===== src/rtl/apb_fanout_pkg.sv =====
// apb_fanout_pkg: state type, APB response codes and default abort data for the APB fanout.
package apb_fanout_pkg;
   typedef enum logic [1:0] {IDLE, ACCESS, ABORT, DECERR} state_t;
   localparam logic [1:0]  RESP_OKAY   = 2'b00;
   localparam logic [1:0]  RESP_SLVERR = 2'b10;
   localparam logic [1:0]  RESP_DECERR = 2'b11;
   localparam logic [31:0] ERRDATA_DEF = 32'hDEAD_BEEF;
endpackage


===== src/rtl/apb_tmo_counter.sv =====
// apb_tmo_counter: per-transfer wait counter with terminal-count hit, plus saturating timeout tally.
module apb_tmo_counter #(
   parameter int TMO = 255
) (
   input  logic       clk,
   input  logic       rst,
   input  logic       i_clr,
   input  logic       i_en,
   input  logic       i_tmo,
   output logic       o_hit,
   output logic [7:0] o_tmo_count
);
   logic [7:0] r_wcnt;
   logic [7:0] r_tmo_count;
   always_ff @(posedge clk)
      if (rst) begin
         r_wcnt      <= '0;
         r_tmo_count <= '0;
      end else begin
         r_wcnt      <= i_clr ? '0 : i_en ? r_wcnt + 8'd1 : r_wcnt;
         r_tmo_count <= (i_tmo && r_tmo_count != 8'hFF) ? r_tmo_count + 8'd1 : r_tmo_count;
      end
   assign o_hit       = r_wcnt == 8'(TMO - 1);
   assign o_tmo_count = r_tmo_count;
endmodule


===== src/rtl/apb_fanout_tmo.sv =====
// apb_fanout_tmo: decodes one APB master onto NSLV slaves and aborts
// transfers that wait TMO cycles with SLVERR so the upstream bridge never hangs.
module apb_fanout_tmo
   import apb_fanout_pkg::*;
#(
   parameter int               AWID    = 32,
   parameter int               PDWID   = 32,
   parameter int               NSLV    = 4,
   parameter int               SEL_LO  = 12,
   parameter int               TMO     = 255,
   parameter logic [PDWID-1:0] ERRDATA = PDWID'(ERRDATA_DEF)
) (
   input  logic                  clk,
   input  logic                  rst,
   input  logic                  s_psel,
   input  logic                  s_penable,
   input  logic                  s_pwrite,
   input  logic [AWID-1:0]       s_paddr,
   input  logic [PDWID-1:0]      s_pwdata,
   input  logic [PDWID/8-1:0]    s_pstrb,
   output logic                  s_pready,
   output logic [1:0]            s_presp,
   output logic [PDWID-1:0]      s_prdata,
   output logic [NSLV-1:0]       m_psel,
   output logic                  m_penable,
   output logic                  m_pwrite,
   output logic [AWID-1:0]       m_paddr,
   output logic [PDWID-1:0]      m_pwdata,
   output logic [PDWID/8-1:0]    m_pstrb,
   input  logic [NSLV-1:0]       m_pready,
   input  logic [2*NSLV-1:0]     m_presp,
   input  logic [PDWID*NSLV-1:0] m_prdata,
   output logic                  tmo_pulse,
   output logic [7:0]            tmo_count
);
   localparam int SELW = $clog2(NSLV);
   state_t           r_state;
   logic [SELW-1:0]  r_cur_sel;
   logic [SELW-1:0]  w_idx;
   logic             w_setup;
   logic             w_idx_ok;
   logic             w_rdy;
   logic             w_hit;
   logic             w_wait;
   logic [1:0]       w_resp  [NSLV];
   logic [PDWID-1:0] w_rdata [NSLV];
   for (genvar i = 0; i < NSLV; i++) begin : g_unpack
      assign w_resp[i]  = m_presp[2*i +: 2];
      assign w_rdata[i] = m_prdata[PDWID*i +: PDWID];
   end
   assign w_idx    = s_paddr[SEL_LO +: SELW];
   assign w_idx_ok = int'(w_idx) < NSLV;
   assign w_setup  = r_state == IDLE && s_psel && !s_penable;
   assign w_rdy    = m_pready[r_cur_sel];
   assign w_wait   = r_state == ACCESS && s_psel && !w_rdy;
   // Selects are gated by rst so a reset mid-transfer releases the slave immediately.
   always_comb begin
      m_psel = '0;
      if (!rst && r_state == ACCESS) m_psel[r_cur_sel] = 1'b1;
      else if (!rst && w_setup && w_idx_ok) m_psel[w_idx] = 1'b1;
   end
   assign m_penable = !rst && r_state == ACCESS && s_penable;
   assign m_pwrite  = s_pwrite;
   assign m_paddr   = s_paddr;
   assign m_pwdata  = s_pwdata;
   assign m_pstrb   = s_pstrb;
   assign s_pready  = r_state == ACCESS ? w_rdy : 1'b1;
   assign s_presp   = r_state == ACCESS ? w_resp[r_cur_sel] :
                      r_state == ABORT  ? RESP_SLVERR :
                      r_state == DECERR ? RESP_DECERR : RESP_OKAY;
   assign s_prdata  = r_state == ACCESS ? w_rdata[r_cur_sel] :
                      r_state == ABORT  ? ERRDATA : '0;
   assign tmo_pulse = r_state == ABORT;
   always_ff @(posedge clk)
      if (rst) begin
         r_state   <= IDLE;
         r_cur_sel <= '0;
      end else
         case (r_state)
            IDLE:
               if (w_setup) begin
                  r_state <= w_idx_ok ? ACCESS : DECERR;
                  if (w_idx_ok) r_cur_sel <= w_idx;
               end
            ACCESS:
               if (!s_psel || (s_penable && w_rdy)) r_state <= IDLE;
               else if (!w_rdy && w_hit) r_state <= ABORT;
            default: r_state <= IDLE;
         endcase
   apb_tmo_counter #(.TMO(TMO)) u_cnt (
      .clk         (clk),
      .rst         (rst),
      .i_clr       (w_setup),
      .i_en        (w_wait),
      .i_tmo       (tmo_pulse),
      .o_hit       (w_hit),
      .o_tmo_count (tmo_count)
   );
endmodule


===== config.mk =====
export PLATFORM = sky130hd
export DESIGN_NAME = apb_fanout_tmo
export DESIGN_NICKNAME = d
export VERILOG_FILES = /design/src/rtl/apb_fanout_pkg.sv /design/src/rtl/apb_tmo_counter.sv /design/src/rtl/apb_fanout_tmo.sv
export SDC_FILE = /design/constraint.sdc
export NUM_CORES = 1
export LEC_CHECK = 0
export CAP_MARGIN = 20
export CELL_PAD_IN_SITES_DETAIL_PLACEMENT = 2
export CELL_PAD_IN_SITES_GLOBAL_PLACEMENT = 2
export CORE_MARGIN = 4
export CORE_UTILIZATION = 13
export CTS_CLUSTER_DIAMETER = 100
export DETAILED_ROUTE_END_ITERATION = 8
export GPL_TIMING_DRIVEN = 0
export PLACE_DENSITY = 0.91
export SYNTH_ARGS = -nofsm -noshare
export SYNTH_HDL_FRONTEND = slang
export SYNTH_HIERARCHICAL = 1
export SYNTH_SLANG_ARGS = --single-unit

===== constraint.sdc =====
create_clock -name clk -period 2.62 [get_ports clk]
set_input_delay 0.393 -clock clk [delete_from_list [all_inputs] [get_ports clk]]
set_output_delay 0.393 -clock clk [all_outputs]
set_load 0.02 [all_outputs]

# After elaboration in Yosys (flattened, before gate mapping)
# Index checks and enable logic that the tools add are counted.
[classes]
bitwise_logic = 1
n_mul = 0
div = 0
shift = 0
reduce_logical = 21
n_mux = 24
eq_ne = 7
addsub = 2
n_lt_le_gt_ge = 5
[op_table]
columns = ["op", "n"]
rows = [
  ["2-to-1 mux 32 bit", 4],
  ["binary-select mux 32 bit (select 2 bit)", 1],
  ["adder 8 x 1 -> 8 bit, second input constant", 2],
  ["2-to-1 mux 2 bit", 8],
  ["logical AND 1 bit", 12],
  ["equality test 8 bit, second input constant", 1],
  ["2-to-1 mux 4 bit", 2],
  ["inequality test 8 bit, second input constant", 1],
  ["< comparator 2 x 3 -> 1 bit, second input constant", 2],
  ["binary-select mux 2 bit (select 2 bit)", 1],
  ["demux 1 bit (select 2 bit)", 2],
  ["equality test 2 bit, second input constant", 2],
  [">= comparator 2 x 1 -> 1 bit, second input constant", 2],
  ["zero test 1 bit", 4],
  ["2-to-1 mux 1 bit", 4],
  ["case mux 2 bit (2 select lines)", 1],
  ["AND reduction 2 bit", 2],
  [">= comparator 3 bit, second input constant", 1],
  ["inequality test 3 x 1 -> 1 bit, second input constant", 1],
  ["inverter 2 -> 3 bit", 1],
  ["binary-select mux 1 bit (select 2 bit)", 1],
  ["equality test 2 x 1 -> 1 bit, second input constant", 1],
  ["zero test 2 bit", 1],
  ["inequality test 2 x 1 -> 1 bit, second input constant", 1],
  ["other kinds (2)", 2],
]
[word_totals]
inputBits = 213
regBits = 20
latch_bits = 0
output_inout_bits = 118
elab_cells = 64
mem_bits_rw = 0
romBits = 0
n_memories = 0

# Longest topological paths before layout
# Gate-level depths: netlist (run 1).
[logic_depth]
word_depth = 7
mapped_depth = 9

# By module
# The synthesis (run 1) kept the hierarchy.
[by_module_without_submodules]
columns = ["module", "area_each_um2", "seq_area_each_um2", "cells_per_inst", "instances"]
rows = [
  ["apb_fanout_tmo", 1998.2, 80.1, 217, 1],
  ["apb_tmo_counter", 797.0, 320.3, 87, 1],
]

# Worst setup path before layout (run 1)
# Ideal clock, no wire load.
[synth_path]
path_type = "reg-to-reg"
start = "register r_cur_sel[1]"
end = "register u_cnt.r_wcnt[5]"
path_stages_with_launch = 10
required_time_ps = 2550
setup_ps = 70
slack_ps = 659
arrival_time_ps = 1890
period_less_slack_ps = 1961
cell_sequence = "dfxtp_1 clkbuf_1 buf_2 mux4_2 nor2_1 and2_1 buf_2 nand4_2 or3_1 a21oi_1"
[synth_between]
elab_chain_cells = 4
[synth_rtl]
columns = ["element", "line_no", "rtl"]
rows = [
  ["start: declaration", "apb_fanout_tmo.sv:38", "logic [SELW-1:0] r_cur_sel;"],
  ["start signal: assignment", "apb_fanout_tmo.sv:83", "if (w_idx_ok) r_cur_sel <= w_idx;"],
  ["binary-select mux 1 bit (select 2 bit)", "apb_fanout_tmo.sv:54", "assign w_rdy = m_pready[r_cur_sel];"],
  ["2-to-1 mux 1 bit (implied by the code)", "apb_fanout_tmo.sv:54", ""],
  ["zero test 1 bit", "apb_fanout_tmo.sv:55", "assign w_wait = r_state == ACCESS && s_psel && !w_rdy;"],
  ["logical AND 1 bit", "apb_fanout_tmo.sv:55", ""],
  ["net w_wait", "apb_fanout_tmo.sv:44", "logic w_wait;"],
  ["end signal: assignment", "apb_tmo_counter.sv:20", "r_wcnt <= i_clr ? '0 : i_en ? r_wcnt + 8'd1 : r_wcnt;"],
  ["end: declaration", "apb_tmo_counter.sv:13", "logic [7:0] r_wcnt;"],
]
# The timed path passes the listed nets, and every way through them passes these cells. The select of a mux whose other input is x is not followed.
# A chain may end at the register's enable or synchronous reset.

# Worst setup path in the final report (run 1)
[layout_path]
start = "register r_state[1]"
end = "output s_prdata[21]"
[layout_between]
elab_chain_cells = 3
word_cells_on_any_way = 4
[layout_rtl]
columns = ["element", "line_no", "rtl"]
rows = [
  ["start: declaration", "apb_fanout_tmo.sv:37", "state_t r_state;"],
  ["start signal: assignment", "apb_fanout_tmo.sv:82", "r_state <= w_idx_ok ? ACCESS : DECERR;"],
  ["equality test 2 bit", "apb_fanout_tmo.sv:72", "r_state == ABORT ? ERRDATA : '0;"],
  ["2-to-1 mux 32 bit", "apb_fanout_tmo.sv:72", ""],
  ["2-to-1 mux 32 bit *", "apb_fanout_tmo.sv:71", "assign s_prdata = r_state == ACCESS ? w_rdata[r_cur_sel] :"],
  ["end: declaration", "apb_fanout_tmo.sv:23", "output logic [PDWID-1:0] s_prdata,"],
]
# Every way passes the cells marked *; elsewhere a longest branch is shown, timed or not.

==> summary.md, run 1 <==
| Metric | Value |
|---|---|
| NetSw | `406 µW` |
| Top cells by area, synth | `mux4_2 (28%), buf_4 (19%), dfxtp_1 (14%)` |
| Postcts setup bufs | `0` |
| Post-synth EDFFs | `0` |
| Seq/Total Area, Yosys | `14.3%` |
| CTS tree | `yes` |
| Primary FF master, synth | `dfxtp_1` |
| Combinational fraction of design power | `55.9%` |
| Leak Pwr | `0.00248 µW` |
| Yosys warnings | `6` |
| Initial antenna violation count | `1` |
| Total Power | `1410 µW` |
| Final setup viols | `0` |
| Switching part of the total power | `28.8%` |
| Root Buffer | `clkbuf_16` |
| Post-synth top area cell | `mux4_2` |
| Syn nets | `520` |
| Area Growth Syn to Fin | `112%` |
| DR WL/cell | `19.3 µm` |
| Critical R2R Launch | `r_cur_sel[1]` |
| Fmax | `391 MHz` |
| Clock Sink Count | `20` |
| Antenna viol nets, final | `0` |
| Die width | `155 µm` |
| Worst skew pair latency | `0.25 ns` |
| Reg power frac | `22.1%` |
| First-pass GRT wire length | `23200 µm` |
| Worst Hold Depth | `2` |
| Syn Inst Count | `304` |
| Ant. Diodes | `0` |
| Internal power | `1000 µW` |
| Worst-Margin Slew | `0.466 ns` |
| Fraction of power consumed by the clock network | `22.0%` |
| Met1 global-route usage | `14.1%` |
| WP data arrival | `2.17 ns` |
| DR vias | `3357` |
| Count of pins over their slew limit | `0` |
| Yosys top cell area share | `28.2%` |
| Max VDD drop | `0.125 mV` |
| Clock Path Buffers | `2` |
| Crit Path Category | `flop to output port` |
| IO Pins | `331` |
| PortBufs | `263` |
| Crit. Startpoint | `r_state[1]` |
| Hold-fix buffers, CTS | `0` |
| Hold Startpoint | `u_cnt/r_wcnt[7]` |
| PwrDens | `238 nW/µm²` |
| H-tree level count | `1` |
| Maximum fanout along the worst path | `10` |
| Final hold violation count | `0` |
| Grt ovf | `0` |
| Die area | `23900 µm²` |
| Area of the mapped netlist | `2800 µm²` |
| Yosys reg bits | `20` |
| Largest net degree at the start of global routing | `11` |
| Post-synth ARST share | `0%` |
| DRC violations left | `0` |
| DP HPWL | `14300 µm` |
| Syn_area_per_cell | `9.19 µm²` |
| CTS buffer count | `3` |
| Vias in the first global route | `3806` |
| Share of cells above drive strength 1 | `25.1%` |
| RePlAce Congestion | `0.817` |
| Critical Path Source Type | `flop` |
| RSZ-0062 raised after global routing | `true` |
| Fin crit period | `2.56 ns` |
| Initial DRC count | `82` |
| Routed WL | `16300 µm` |
| Final Skew | `0.00304 ns` |
| Hold Path Sink | `u_cnt/r_wcnt[7]` |
| Synth unique cells | `45` |
| Nets | `788` |
| Vias per inst | `3.97` |
| Grt peak-use layer | `met2` |
| GR met3 Demand/Resource | `2.04%` |
| Max Cap Viol | `0` |
| CP endpoint kind | `output port` |
| DR pass1 iterations | `4` |
| Reg2reg end | `u_cnt/r_wcnt[5]` |
| All-Layer GR Usage | `12.6%` |
| Core area | `21100 µm²` |
| Rel. slew slack | `68.9%` |
| Worst min path class | `flop to flop` |
| Fin area | `5910 µm²` |
| Met2 usage in global routing | `24.9%` |
| Status | `finished clean` |
| Worst-path clk slew | `0.05 ns` |
| Row count | `53` |
| Initial Util | `13.3%` |
| Critical Path RT | `2.23 ns` |
| R2R setup slack | `0.29 ns` |
| DP Area | `5770 µm²` |
| Die Height | `155 µm` |
| Reg2reg path depth | `9` |
| Fin crit share | `97.6%` |
## sequential cells by signal, summed over array words and instances, names as in the netlist
register	count
r_cur_sel	2
r_state	2
u_cnt/o_tmo_count	8
u_cnt/r_wcnt	8
## synthesized netlist by cell type, types with 2 or more instances
cell type / n
inv_1: 29
mux4_2: 35
and3_1: 2
o22ai_1: 3
nor3_1: 6
buf_4: 69
ha_1: 3
a21oi_1: 8
mux2_2: 2
and4_1: 2
clkbuf_1: 7
a31oi_1: 2
mux2i_1: 4
nand3_1: 7
dfxtp_1: 20
nor2b_1: 10
nand2_1: 4
nor2_1: 11
buf_2: 6
buf_6: 6
a211oi_1: 3
nand4_1: 4
or4_1: 2
nand2b_1: 5
o21ai_0: 29
or3_1: 3
xor2_1: 3
or3b_2: 2
## cell families after synthesis
kind of cell	count (synthesis)	synth area share [%]
flops	20	14.3
simple gates	66	14.2
compound gates	50	10.7
fa+ha+maj	3	1.34
xor+xnor	4	1.25
mux	42	31.0
buf+inv	119	27.2
## layout make-up
| cell class | instances | area [µm²] |
|---|---|---|
| multi-input cells | 165 | 1660 |
| repair buffers | 263 | 2660 |
| clock buffers | 3 | 75.1 |
| well taps | 275 | 344 |
| flip-flops and latches | 20 | 403 |
| fillers | 2359 | 15200 |
| plain buffers | 90 | 671 |
| inverters | 29 | 109 |
## stage by stage
stage | std cells | setup TNS (ns) | hold WS [ns] | utilization [%] | setup WS [ns]
after floorplan | 304 | 0 | 0.458 | - | 0.659
after global routing | 845 | -0.0434 | 0.562 | 28.0 | -0.0277
after global placement | 842 | -1.30 | 0.473 | 27.4 | -0.293
final | 845 | 0 | 0.505 | 28.0 | 0.0616
after detailed placement | 842 | -1.56 | 0.488 | 27.4 | -0.278
after CTS | 845 | 0 | 0.503 | 27.8 | 0.00380
## power by group through the flow
stage	clock (µW)	sequential (µW)	combinational [µW]
finish	309	312	787
floorplan	0	316	356
CTS	317	311	798
detailed placement	0	318	792
global route	335	312	832
global placement	0	318	770
## cell usage in the layout, fill, tap and decap left out, types with 5 or more instances in the layout
master	instances
nand3_1	7
nor2b_1	9
dlygate4sd2_1	8
buf_6	7
inv_1	29
nor2_1	10
dlymetal6s2s_1	13
clkdlybuf4s50_1	242
dfxtp_1	18
o21ai_0	29
buf_4	72
a21oi_1	8
mux4_2	35
nor3_1	5
## metal layers
| layer | routed length, µm | share of wire, % |
|---|---|---|
| met2 | 8920 | 55 |
| met5 | 13 | 0.080 |
| met1 | 6180 | 38 |
| met3 | 962 | 5.9 |
| met4 | 229 | 1.4 |
## worst max-delay path by stage
| stage | to | slack (ns) | cells past startpoint |
|---|---|---|---|
| floorplan | u_cnt/r_wcnt[5] | 0.66 | 9 |
| global placement | m_psel[0] | -0.29 | 5 |
| detailed placement | m_psel[0] | -0.28 | 5 |
| CTS | m_psel[3] | 0.004 | 5 |
| global route | s_presp[0] | -0.03 | 5 |
| finish | s_prdata[21] | 0.06 | 5 |
## worst max-delay path: stages, from the launching register on
cell	delay, ns
dfxtp_2	0.38
nand2b_1	0.15
buf_2	0.22
clkbuf_2	0.24
o21ai_0	0.26
clkdlybuf4s50_1	0.66
## repair_timing
item	4_1_cts	5_1_grt
pin swaps	0	0
setup endpoints to repair	41	17
resized for setup	23	17
Power figures use the tool's default switching activity.
==> run 2, diff against run 1 <==
--- a/config.mk
+++ b/config.mk
@@ -10,6 +10,7 @@
 export CELL_PAD_IN_SITES_GLOBAL_PLACEMENT = 2
 export CORE_MARGIN = 4
 export CORE_UTILIZATION = 13
+export CTS_BUF_LIST = sky130_fd_sc_hd__clkbuf_8
 export CTS_CLUSTER_DIAMETER = 100
 export DETAILED_ROUTE_END_ITERATION = 8
 export GPL_TIMING_DRIVEN = 0
==> run 2 against run 1 <==
  * Register-to-register slack better by 0.10 ns
  * Routed wire length fell by 0.21%
  * Critical path depth unchanged
  * Critical endpoint is now s_prdata[20]
  * Largest power group unchanged
  * Clock power fell by 35%
  * Sequential share of layout area hardly changed
  * Cell area shrank 0.59%
  * First-iteration DRC count fell by 1.2%
==> summary.md, run 2 (synthesized netlist as in run 1, its figures left out) <==
| Metric | Value |
|---|---|
| DP HPWL | `14300 µm` |
| Fin crit share | `96.8%` |
| Commonest cells after routing, fill and taps aside | `clkdlybuf4s50_1 (236), buf_4 (72), mux4_2 (35), inv_1 (29), o21ai_0 (29)` |
| RePlAce Congestion | `0.817` |
| CTS tree | `yes` |
| PortBufs | `263` |
| Critical Path RT | `2.23 ns` |
| CP endpoint kind | `output port` |
| CP dominant cell by count | `buf_6` |
| Crit path cell chain | `buf_6, buf_6, mux4_2, nor2b_1, clkdlybuf4s50_1` |
| Nets | `787` |
| Clock Sink Count | `20` |
| Hold-fix buffers, CTS | `0` |
| PwrDens | `221 nW/µm²` |
| Count of pins over their slew limit | `0` |
| Worst skew pair latency | `0.25 ns` |
| Routed WL | `16300 µm` |
| All-Layer GR Usage | `12.6%` |
| Fillers | `2360` |
| Largest net degree at the start of global routing | `11` |
| Setup TNS | `0 ns` |
| Final setup viols | `0` |
| Slowest stage cell, crit path | `clkdlybuf4s50_1` |
| Row count | `53` |
| Worst-Margin Slew | `0.450 ns` |
| Slowest cell delay on critical path | `0.56 ns` |
| Maximum fanout along the worst path | `10` |
| DR pass1 iterations | `4` |
| Final Skew | `0.000849 ns` |
| Commonest non-fill, non-tap cell in the layout | `clkdlybuf4s50_1` |
| Fin crit period | `2.54 ns` |
| Critical Path Source Type | `flop` |
| WP data arrival | `2.14 ns` |
| DRC violations left | `0` |
| Final hold violation count | `0` |
| Rel. slew slack | `69.9%` |
| DR WL/cell | `19.3 µm` |
| Core Util, Final | `27.9%` |
| Root Buffer | `clkbuf_8` |
| H-tree level count | `1` |
| Area Growth Syn to Fin | `110%` |
| Initial Util | `13.3%` |
| Die width | `155 µm` |
| Worst-path clk slew | `0.07 ns` |
| Crit Path Category | `flop to output port` |
| CTS buffer count | `3` |
| Fmax | `394 MHz` |
| Die area | `23900 µm²` |
| Vias per inst | `4.00` |
| First-pass GRT wire length | `23100 µm` |
| Initial antenna violation count | `1` |
| Max VDD drop | `0.0965 mV` |
| Leak Pwr | `0.00254 µW` |
| Max Cap Viol | `0` |
| Clock Path Buffers | `2` |
| FF/Latch Area | `403 µm²` |
| Core area | `21100 µm²` |
| Ant. Diodes | `0` |
| Initial DRC count | `81` |
| Share of cells above drive strength 1 | `25.0%` |
| Worst min path class | `flop to flop` |
| Antenna viol nets, final | `0` |
| DR vias | `3374` |
| Status | `finished clean` |
| IO Pins | `331` |
| Grt ovf | `0` |
| Vias in the first global route | `3797` |
| Die Height | `155 µm` |
| Multi-input gate area | `1650 µm²` |
run 2: cell types whose count changed in the layout (fill, tap and decap cells not counted), sizes merged:
cell           before  now
buf                83   84
clkbuf             10    8
clkdlybuf4s50     242  236
dlygate4sd2         8   10
dlymetal6s2s       13   17
run 2: power breakdown:
| group | switching, µW | leakage [µW] | total [µW] | internal, µW |
|---|---|---|---|---|
| logic | 291 | 0.00236 | 784 | 492 |
| registers | 5.08 | 0.000162 | 312 | 307 |
| clock network | 99.3 | 0.0000216 | 202 | 102 |
| total | 396 | 0.00254 | 1300 | 902 |
run 2: area by class of cell:
| cell class | count | share of cell area (%) |
|---|---|---|
| Timing Repair Buffer | 263 | 45.3 |
| Multi-Input combinational cell | 165 | 28.1 |
| Buffer | 89 | 11.3 |
| Sequential cell | 20 | 6.85 |
| Tap cell | 275 | 5.85 |
| Inverter | 29 | 1.85 |
| Clock buffer | 3 | 0.702 |
run 2: routing by layer:
layer	global-route usage (%)	share of wire [%]
met5	0	0.080
met4	2.06	1.4
met3	2.13	6.1
met2	24.9	55
met1	14.1	38
run 2: path summary, 6_finish.rpt:
kind	slack [ns]	depth (start not counted)	to	from
worst max-delay path	0.08	5	s_prdata[20]	r_cur_sel[0]
worst min register to register	0.51	2	u_cnt/r_wcnt[7]	u_cnt/r_wcnt[7]
worst min-delay path	0.51	2	u_cnt/r_wcnt[7]	u_cnt/r_wcnt[7]
worst max register to register	0.39	8	u_cnt/r_wcnt[5]	r_cur_sel[1]
run 2: timing repair:
item                                    CTS  global route
endpoints found under the hold margin     0             0
buffers inserted                          0             0
endpoints found under the setup margin   41            21
gates resized for setup                  25            21
run 2: worst max-delay path: cells and delay by family (launching register included):
family | cells | cell delay (ns)
DFF | 1 | 0.33
muxes | 1 | 0.52
and+or+nand+nor | 1 | 0.14
buffers and inverters | 3 | 0.89
run 2: stage by stage:
stage	hold slack [ns]	instances	cell area [µm²]	setup slack [ns]	power (µW)
5_1_grt	0.565	844	5880	-0.00165	1370
3_5_place_dp	0.488	842	5770	-0.278	1110
3_3_place_gp	0.473	842	5770	-0.293	1090
4_1_cts	0.506	845	5830	0.00752	1320
2_1_floorplan	0.458	304	2800	0.659	672
6_report	0.507	844	5880	0.0847	1300
